[config.mk]
export PLATFORM = sky130hd
export DESIGN_NAME = fc_prim_qualify_flat
export DESIGN_NICKNAME = d
export VERILOG_FILES = /design/src/rtl/fc.sv /design/src/rtl/fc_prim_qualify_if.sv /design/src/rtl/fc_prim_qualify.sv /design/src/flat_wrapper.sv
export SDC_FILE = /design/constraint.sdc
export NUM_CORES = 1
export LEC_CHECK = 0
export BUFFER_PORTS_ARGS = -buffer_cell sky130_fd_sc_hd__buf_2
export CAP_MARGIN = 40
export CORE_ASPECT_RATIO = 1.2
export CORE_MARGIN = 2
export CORE_UTILIZATION = 54
export CTS_BUF_LIST = sky130_fd_sc_hd__clkbuf_8
export DETAILED_ROUTE_END_ITERATION = 10
export PLACE_DENSITY_LB_ADDON = 0.1
export SETUP_SLACK_MARGIN = 0.05
export SYNTH_ARGS = -nofsm -noshare
export SYNTH_HDL_FRONTEND = slang
export SYNTH_SLANG_ARGS = --single-unit
[constraint.sdc]
create_clock -name clk -period 3.2 [get_ports clk]
set_input_delay 0.16 -clock clk [delete_from_list [all_inputs] [get_ports clk]]
set_output_delay 0.16 -clock clk [all_outputs]
set_load 0.01 [all_outputs]
[src/rtl/fc.sv]
`timescale 1ns/1ps
// Fibre Channel receive-side primitive codes and the ordered-set decode table.
package fc;

  typedef enum logic [2:0] {
    PRIM_NONE  = 3'd0,
    PRIM_IDLE  = 3'd1,
    PRIM_R_RDY = 3'd2,
    PRIM_OLS   = 3'd3,
    PRIM_NOS   = 3'd4,
    PRIM_LR    = 3'd5,
    PRIM_LRR   = 3'd6,
    PRIM_OTHER = 3'd7
  } primitive_t;

  // K28.5-led ordered sets, byte 3 is the first transmitted character.
  function automatic primitive_t map_primitive(input logic [31:0] w);
    primitive_t p;
    case (w)
      32'hBC95_B5B5: p = PRIM_IDLE;
      32'hBC95_4A4A: p = PRIM_R_RDY;
      32'hBC35_8A55: p = PRIM_OLS;
      32'hBC55_BF45: p = PRIM_NOS;
      32'hBC49_BF49: p = PRIM_LR;
      32'hBC35_BF49: p = PRIM_LRR;
      default:       p = PRIM_OTHER;
    endcase
    return p;
  endfunction

endpackage

[src/rtl/fc_prim_qualify_if.sv]
`timescale 1ns/1ps
// Word stream in / qualified primitive out bundle for fc_prim_qualify.
interface fc_prim_qualify_if;
  logic [31:0]      data;
  logic [3:0]       datak;
  logic             err_clear;
  fc::primitive_t   prim;
  logic             prim_valid;
  logic             prim_new;
  logic [15:0]      err_count;

  modport master (
    output data, datak, err_clear,
    input  prim, prim_valid, prim_new, err_count
  );

  modport slave (
    input  data, datak, err_clear,
    output prim, prim_valid, prim_new, err_count
  );
endinterface

[src/rtl/fc_prim_qualify.sv]
`timescale 1ns/1ps
// Receive primitive qualifier: stage 1 classifies each word, stage 2 runs the
// HUNT/COUNT/QUAL run-length FSM and the illegal-K error counter.
module fc_prim_qualify #(
    parameter int unsigned SEQ_THRESHOLD  = 3,
    parameter int unsigned IDLE_THRESHOLD = 1
) (
    input  logic              clk,
    input  logic              reset,
    fc_prim_qualify_if.slave  bus
);
    import fc::*;

    typedef enum logic [2:0] {CLS_DATA, CLS_OTHER, CLS_ILL, CLS_SEQ, CLS_IDLE} cls_t;
    typedef enum logic [1:0] {HUNT, COUNT, QUAL} state_t;

    localparam logic [3:0] SEQ_THR  = 4'(SEQ_THRESHOLD);
    localparam logic [3:0] IDLE_THR = 4'(IDLE_THRESHOLD);

    // ---------------- stage 1: classification ----------------
    primitive_t w_code;
    cls_t       w_cls;

    assign w_code = map_primitive(bus.data);

    always_comb begin
        w_cls = CLS_ILL;
        if (bus.datak == 4'b0000) begin
            w_cls = CLS_DATA;
        end else if (bus.datak == 4'b1000) begin
            w_cls = CLS_OTHER;
            if (bus.data[31:24] == 8'hBC) begin
                case (w_code)
                    PRIM_OLS, PRIM_NOS, PRIM_LR, PRIM_LRR: w_cls = CLS_SEQ;
                    PRIM_IDLE:                             w_cls = CLS_IDLE;
                    default:                               w_cls = CLS_OTHER;
                endcase
            end
        end
    end

    cls_t       r_s1_cls;
    primitive_t r_s1_code;
    logic       r_s1_clr;

    // err_clear travels with its word so clear and a same-cycle illegal word meet in stage 2.
    always_ff @(posedge clk or posedge reset) begin
        if (reset) begin
            r_s1_cls  <= CLS_DATA;
            r_s1_code <= PRIM_NONE;
            r_s1_clr  <= 1'b0;
        end else begin
            r_s1_cls  <= w_cls;
            r_s1_code <= w_code;
            r_s1_clr  <= bus.err_clear;
        end
    end

    // ---------------- stage 2: qualification FSM ----------------
    state_t     r_state, w_state_nx;
    logic [3:0] r_run,   w_run_nx;
    primitive_t r_last,  w_last_nx;
    primitive_t r_prim,  w_prim_nx;
    logic       r_new,   w_new_nx;
    logic [3:0] w_thr;
    logic       w_qword;

    assign w_qword = (r_s1_cls == CLS_SEQ) || (r_s1_cls == CLS_IDLE);
    assign w_thr   = (r_s1_cls == CLS_IDLE) ? IDLE_THR : SEQ_THR;

    always_ff @(posedge clk or posedge reset) begin
        if (reset) begin
            r_state <= HUNT;
            r_run   <= 4'd0;
            r_last  <= PRIM_NONE;
            r_prim  <= PRIM_NONE;
            r_new   <= 1'b0;
        end else begin
            r_state <= w_state_nx;
            r_run   <= w_run_nx;
            r_last  <= w_last_nx;
            r_prim  <= w_prim_nx;
            r_new   <= w_new_nx;
        end
    end

    always_comb begin
        w_state_nx = r_state;
        w_run_nx   = r_run;
        w_last_nx  = r_last;
        w_prim_nx  = r_prim;
        w_new_nx   = 1'b0;
        if (!w_qword) begin
            w_state_nx = HUNT;
            w_run_nx   = 4'd0;
        end else if (r_state == HUNT || r_s1_code != r_last) begin
            w_last_nx  = r_s1_code;
            w_run_nx   = 4'd1;
            w_state_nx = (w_thr == 4'd1) ? QUAL : COUNT;
        end else begin
            if (r_run < w_thr)
                w_run_nx = r_run + 4'd1;
            w_state_nx = (w_run_nx >= w_thr) ? QUAL : COUNT;
        end
        if (w_state_nx == QUAL) begin
            w_prim_nx = w_last_nx;
            // Covers both a fresh qualification and a direct code swap at threshold 1.
            w_new_nx  = (r_state != QUAL) || (w_last_nx != r_prim);
        end
    end

    // ---------------- illegal-K error counter ----------------
    logic [15:0] r_err;

    always_ff @(posedge clk or posedge reset) begin
        if (reset)
            r_err <= 16'd0;
        else if (r_s1_clr)
            r_err <= 16'd0;
        else if (r_s1_cls == CLS_ILL && r_err != 16'hFFFF)
            r_err <= r_err + 16'd1;
    end

    assign bus.prim       = r_prim;
    assign bus.prim_valid = (r_state == QUAL);
    assign bus.prim_new   = r_new;
    assign bus.err_count  = r_err;

endmodule
[src/flat_wrapper.sv]
// flat-port wrapper written by rule: the top's interface ports become plain ports
module fc_prim_qualify_flat import fc::*;
#(
    parameter int unsigned SEQ_THRESHOLD  = 3,
    parameter int unsigned IDLE_THRESHOLD = 1
)
  (clk, reset, bus_data, bus_datak, bus_err_clear, bus_prim, bus_prim_valid, bus_prim_new, bus_err_count);
  fc_prim_qualify_if bus_i ();
  input  logic clk;
  input  logic reset;
  input wire logic [$bits(bus_i.data)-1:0] bus_data;
  input wire logic [$bits(bus_i.datak)-1:0] bus_datak;
  input wire logic [$bits(bus_i.err_clear)-1:0] bus_err_clear;
  output wire logic [$bits(bus_i.prim)-1:0] bus_prim;
  output wire logic [$bits(bus_i.prim_valid)-1:0] bus_prim_valid;
  output wire logic [$bits(bus_i.prim_new)-1:0] bus_prim_new;
  output wire logic [$bits(bus_i.err_count)-1:0] bus_err_count;
  assign bus_i.data = bus_data;
  assign bus_i.datak = bus_datak;
  assign bus_i.err_clear = bus_err_clear;
  assign bus_prim = bus_i.prim;
  assign bus_prim_valid = bus_i.prim_valid;
  assign bus_prim_new = bus_i.prim_new;
  assign bus_err_count = bus_i.err_count;
  fc_prim_qualify #(.SEQ_THRESHOLD(SEQ_THRESHOLD), .IDLE_THRESHOLD(IDLE_THRESHOLD)) u_core (.clk(clk), .reset(reset), .bus(bus_i));
endmodule
# Yosys cells after proc, flatten, opt, wreduce, memory -nomap -nowiden
# Index checks and enable logic that the tools add are counted.
[totals]
regBits = 36
inputBits = 39
out_inout_bits = 21
elab_cells = 64
[op_classes]
n_addsub = 2
n_lt_le_gt_ge = 2
eq_ne = 23
muxes = 20
n_reduce_logical = 8
[op_table]
columns = ["cell", "count"]
rows = [
  ["$eq A32 B32 Y1 const B", 6],
  ["$mux W16", 2],
  ["$mux W4", 5],
  ["$pmux W3 S6", 1],
  ["$add A16 B1 Y16 const B", 1],
  ["$ne A16 B16 Y1 const B", 1],
  ["$mux W3", 5],
  ["$eq A3 B3 Y1 const B", 4],
  ["$mux W2", 5],
  ["$eq A3 B2 Y1 const B", 3],
  ["$eq A8 B8 Y1 const B", 1],
  ["$ne A3 B3 Y1", 2],
  ["$pmux W3 S2", 1],
  ["$add A4 B1 Y4 const B", 1],
  ["$eq A2 B2 Y1 const B", 2],
  ["$eq A4 B1 Y1 const B", 1],
  ["$eq A4 B4 Y1 const B", 1],
  ["$ge A4 B4 Y1", 1],
  ["$logic_not A4 Y1", 1],
  ["$lt A4 B4 Y1", 1],
  ["$reduce_or A4 Y1", 1],
  ["$eq A3 B1 Y1 const B", 1],
  ["$logic_or A1 B1 Y1", 3],
  ["$logic_not A2 Y1", 1],
  ["4 further kinds", 4],
]

# Longest topological paths before layout
[logic_depth]
ltp_word = 12
ltp_mapped = 12

# Worst setup path before layout
# No wires, ideal clock.
[synth_path]
kind = "register -> register"
startpoint = "reg u_core.r_s1_cls[1]"
endpoint = "reg u_core.r_prim[0] (netlist: u_core.bus.prim[0])"
t_arrival_ns = 2.852
required_time_ns = 3.075
path_slack_ns = 0.224
path_stages_with_launch = 13
n_path_buf = 0
period_less_slack_ns = 2.976
path_cell_list = "dfrtp_1 > nor2_1 > nand2_1 > inv_2 > ha_1 > a211oi_1 > nor2b_1 > mux2_2 > ha_1 > inv_1 > o211a_1 > a211o_1 > mux2_4"
[synth_between]
elab_chain_len = 11
[synth_rtl]
columns = ["item", "line", "rtl"]
rows = [
  ["start: declaration", "fc_prim_qualify.sv:42", "cls_t r_s1_cls;"],
  ["start signal: assignment", "fc_prim_qualify.sv:53", "r_s1_cls <= w_cls;"],
  ["$eq A3 B3 Y1", "fc_prim_qualify.sv:68, fc_prim_qualify.sv:69", ""],
  ["$mux W2", "fc_prim_qualify.sv:69", "assign w_thr = (r_s1_cls == CLS_IDLE) ? IDLE_THR : SEQ_THR;"],
  ["$lt A4 B4 Y1", "fc_prim_qualify.sv:101", "if (r_run < w_thr)"],
  ["$mux W4", "fc_prim_qualify.sv:101", ""],
  ["$mux W4", "fc_prim_qualify.sv:96", "end else if (r_state == HUNT || r_s1_code != r_last) begin"],
  ["$mux W4", "fc_prim_qualify.sv:93", "if (!w_qword) begin"],
  ["$ge A4 B4 Y1", "fc_prim_qualify.sv:103", "w_state_nx = (w_run_nx >= w_thr) ? QUAL : COUNT;"],
  ["$mux W2", "fc_prim_qualify.sv:103", ""],
  ["$mux W2", "fc_prim_qualify.sv:96", ""],
  ["$mux W2", "fc_prim_qualify.sv:93", ""],
  ["$eq A2 B2 Y1", "fc_prim_qualify.sv:105", "if (w_state_nx == QUAL) begin"],
  ["end signal: assignment", "fc_prim_qualify.sv:82", "r_prim <= w_prim_nx;"],
  ["end: declaration", "fc_prim_qualify.sv:63", "primitive_t r_prim, w_prim_nx;"],
]
# Several ways; a longest one is shown, not always the timed one. The select of a mux whose other input is x is not followed.
# A chain may end at the register's enable or synchronous reset.

# Final worst setup path
# Same ends and word-level chain as after synthesis.

==> results.py <==
metrics = {
    "power": {
        "p_per_area_mw_per_mm2": 377,
        "finalPower_uw": 983,
        "vdd_drop_max_uv": 306,
        "leakage_nw": 1.20,
    },
    "outcome": {
        "outcome": "finished, final reports clean",
    },
    "finish": {
        "final_cell_mix": "buf_2, dfrtp_1, nor2_1",
        "synthToLayoutAreaGrowth_pct": 25.8,
        "final_common_cell": "buf_2",
        "nets": 318,
        "finalNonFillerCells": 328,
        "antenna_cells": 0,
        "drive_above_1_share": 0.330,
    },
    "yosys": {
        "yosys_register_bits": 36,
        "seq_area_frac_synth": 0.435,
        "ys_warn_count": 0,
        "synth_nets": 248,
        "async_reset_ff_frac": 1.00,
        "syn-cell-area_mm2": 0.00207,
        "syn_area_per_cell_um2": 10.1,
        "ys_types": 53,
        "postSynthCellCount": 205,
        "synth-edff-count": 0,
        "synth_top_flop_cell": "dfrtp_1",
    },
    "setup_path": {
        "crit_family": "compound AO/OA/AOI/OAI gates",
        "rr_startpoint": "u_core.r_s1_cls[1]$_DFF_PP0_",
        "crit_buf_inv": 2,
        "path_cells": "nor2_2 -> nand2_1 -> inv_2 -> ha_1 -> a211oi_2 -> nor2b_1 -> mux2_2 -> ha_1 -> inv_1 -> o211a_1 -> a211o_4 -> mux2_4",
        "max_stage_delay_ns": 0.39,
        "required_ns": 3.38,
        "cp-endpoint": "u_core.bus.prim[0]$_DFFE_PP0N_",
        "timing.rr.end": "u_core.bus.prim[0]$_DFFE_PP0N_",
        "worst-r2r-cell-count": 12,
        "worst-path-max-fanout": 5,
        "crit_type": "flop to flop",
        "cp.arrival_ns": 3.18,
        "cp-end-kind": "flop",
        "cp_common_cell": "ha_1",
        "rrSetupSlack_ns": 0.20,
        "startpoint": "u_core.r_s1_cls[1]$_DFF_PP0_",
        "worst-path-stages": 12,
        "cpMaxStageDelayCell": "dfrtp_1",
        "critPathLaunchType": "flop",
    },
    "timing": {
        "drv_slew": 0,
        "setup_viol": 0,
        "max_slew_margin": 0.627,
        "fmax_mhz": 334,
        "finClkSkew_ns": 0.00683,
        "hold_viol": 0,
        "period_minus_slack_ns": 3.00,
        "worst_pin_slew_ns": 0.556,
        "grt_setup_unrepaired": "false",
        "hold-worst-slack_ns": 0.0864,
        "post-route-period-util": 0.937,
        "tns_ns": 0,
    },
    "routing": {
        "post_drt_wl_per_cell_um": 13.0,
        "via_per_inst": 5.61,
        "drt-pass1-iter-count": 4,
        "wirelength_mm": 4.27,
        "vias": 1841,
        "drtIter0Drc": 67,
        "ant_nets": 0,
        "remaining_drc_errors": 0,
    },
    "hold_path": {
        "min_path_cells": 3,
        "hold_path_class": "primary input to flop",
    },
    "global_route": {
        "grt_max_degree": 37,
        "antenna_found_initial": 0,
        "grt_pass1_wl_mm": 6.96,
        "grtUsageTotal": 0.207,
        "grt_overflow": 0,
        "first_global_vias": 1709,
    },
    "cts": {
        "cts_max_path_buffers": 2,
        "path_clk_slew_ns": 0.07,
        "clkSinkCount": 36,
        "root_buffer": "clkbuf_8",
        "cts_tree": "yes",
        "clk_latency_ns": 0.29,
        "cts_buffers": 5,
        "htreeDepth": 2,
    },
    "die": {
        "rows": 24,
        "io_pins": 60,
        "dieWidth_um": 60.6,
        "die-area_mm2": 0.00435,
        "die_height_um": 71.9,
        "core_mm2": 0.00366,
        "initial_core_util": 0.566,
    },
    "placement": {
        "place_hpwl_mm": 3.23,
        "io_buffers": 59,
        "gp_congestion": 0.766,
        "placedCellCount": 316,
    },
    "run": {
        "maxCapViolCount": 0,
    },
}
-- sequential cells by signal, indices dropped and copies added, names as in the netlist --
signal and cells:
u_core.bus.prim 3, u_core.r_s1_cls 3, u_core.r_s1_code 3, u_core.bus.err_count 16, u_core.r_s1_clr 1, u_core.r_last 3
u_core.r_state 2, u_core.bus.prim_new 1, u_core.r_run 4
-- final cells by class --
type,count,area (um2)
Multi-Input combinational cell,159,1150
Tap cell,52,65.1
Timing Repair Buffer,66,353
Fill cell,319,1050
Clock inverter,3,42.5
Sequential cell,36,902
Inverter,7,26.3
Clock buffer,5,68.8
-- routing by layer --
metal	GRT usage	share of wire	vias to the layer above
met5	0	0	-
met4	0.0894	0.017	0
met3	0.0415	0.053	9
met2	0.356	0.51	54
met1	0.244	0.42	878
li1	-	-	900
-- cells in the mapped netlist, drive strengths merged (2+ instances only) --
library cell / number / share of area
nand2b: 3 / 0.0091
or3: 4 / 0.012
mux2: 5 / 0.033
nand4b: 5 / 0.021
xor2: 13 / 0.055
o221a: 2 / 0.011
mux2i: 2 / 0.0097
nand3: 6 / 0.014
and4: 4 / 0.018
nor3b: 5 / 0.024
nor3: 6 / 0.017
o2111ai: 3 / 0.016
o211ai: 5 / 0.018
nor4: 4 / 0.022
ha: 4 / 0.024
nand4: 5 / 0.015
nor2b: 6 / 0.018
o21ai: 12 / 0.029
nand2: 6 / 0.011
and2: 2 / 0.0060
a21oi: 7 / 0.017
dfrtp: 36 / 0.43
nand4bb: 2 / 0.011
xnor2: 4 / 0.017
nor2: 25 / 0.045
and3: 4 / 0.012
clkbuf: 2 / 0.0036
inv: 7 / 0.013
-- repair_timing --
action,4_1_cts,5_1_grt
pin swaps,0,1
setup endpoints to repair,2,4
gates resized for setup,1,3
hold endpoints to repair,37,0
setup buffers,0,2
hold buffers,2,0
-- cell families (layout without fill, tap and decap cells) --
group | after synthesis | count (layout) | share of synthesized area
flops | 36 | 36 | 0.435
compound gates | 38 | 38 | 0.127
fa+ha+maj | 4 | 4 | 0.0241
mux | 7 | 7 | 0.0422
xor+xnor | 17 | 17 | 0.0718
simple gates | 93 | 93 | 0.282
buf+inv | 10 | 81 | 0.0181
-- metrics by stage --
stage	cell area, um2	worst slack [ns]	utilization
2_1_floorplan	2070	0.224	-
3_3_place_gp	2440	0.139	0.667
3_5_place_dp	2440	0.0768	0.667
4_1_cts	2580	0.0612	0.706
5_1_grt	2610	0.0775	0.712
6_report	2610	0.203	0.712
-- report_power, final --
| part | switching [mW] | internal, mW |
|---|---|---|
| clock network | 0.163 | 0.230 |
| logic | 0.0511 | 0.0547 |
| registers | 0.0152 | 0.468 |
| total | 0.229 | 0.753 |
-- worst min-delay path by stage --
stage / slack, ns / end / start
3_5_place_dp: 0.27 / u_core.r_s1_clr$_DFF_PP0_ / bus_err_clear
2_1_floorplan: 0.19 / u_core.r_s1_clr$_DFF_PP0_ / bus_err_clear
3_3_place_gp: 0.27 / u_core.r_s1_clr$_DFF_PP0_ / bus_err_clear
4_1_cts: 0.08 / u_core.r_s1_cls[0]$_DFF_PP0_ / bus_datak[3]
6_report: 0.09 / u_core.r_s1_cls[0]$_DFF_PP0_ / bus_datak[3]
5_1_grt: 0.08 / u_core.r_s1_cls[0]$_DFF_PP0_ / bus_datak[3]
-- worst min-delay path, cell delays in order --
cell and delay [ns]:
buf_2 0.11, nand2_1 0.05, nor2_1 0.03
(Power assumes the default switching activity.)
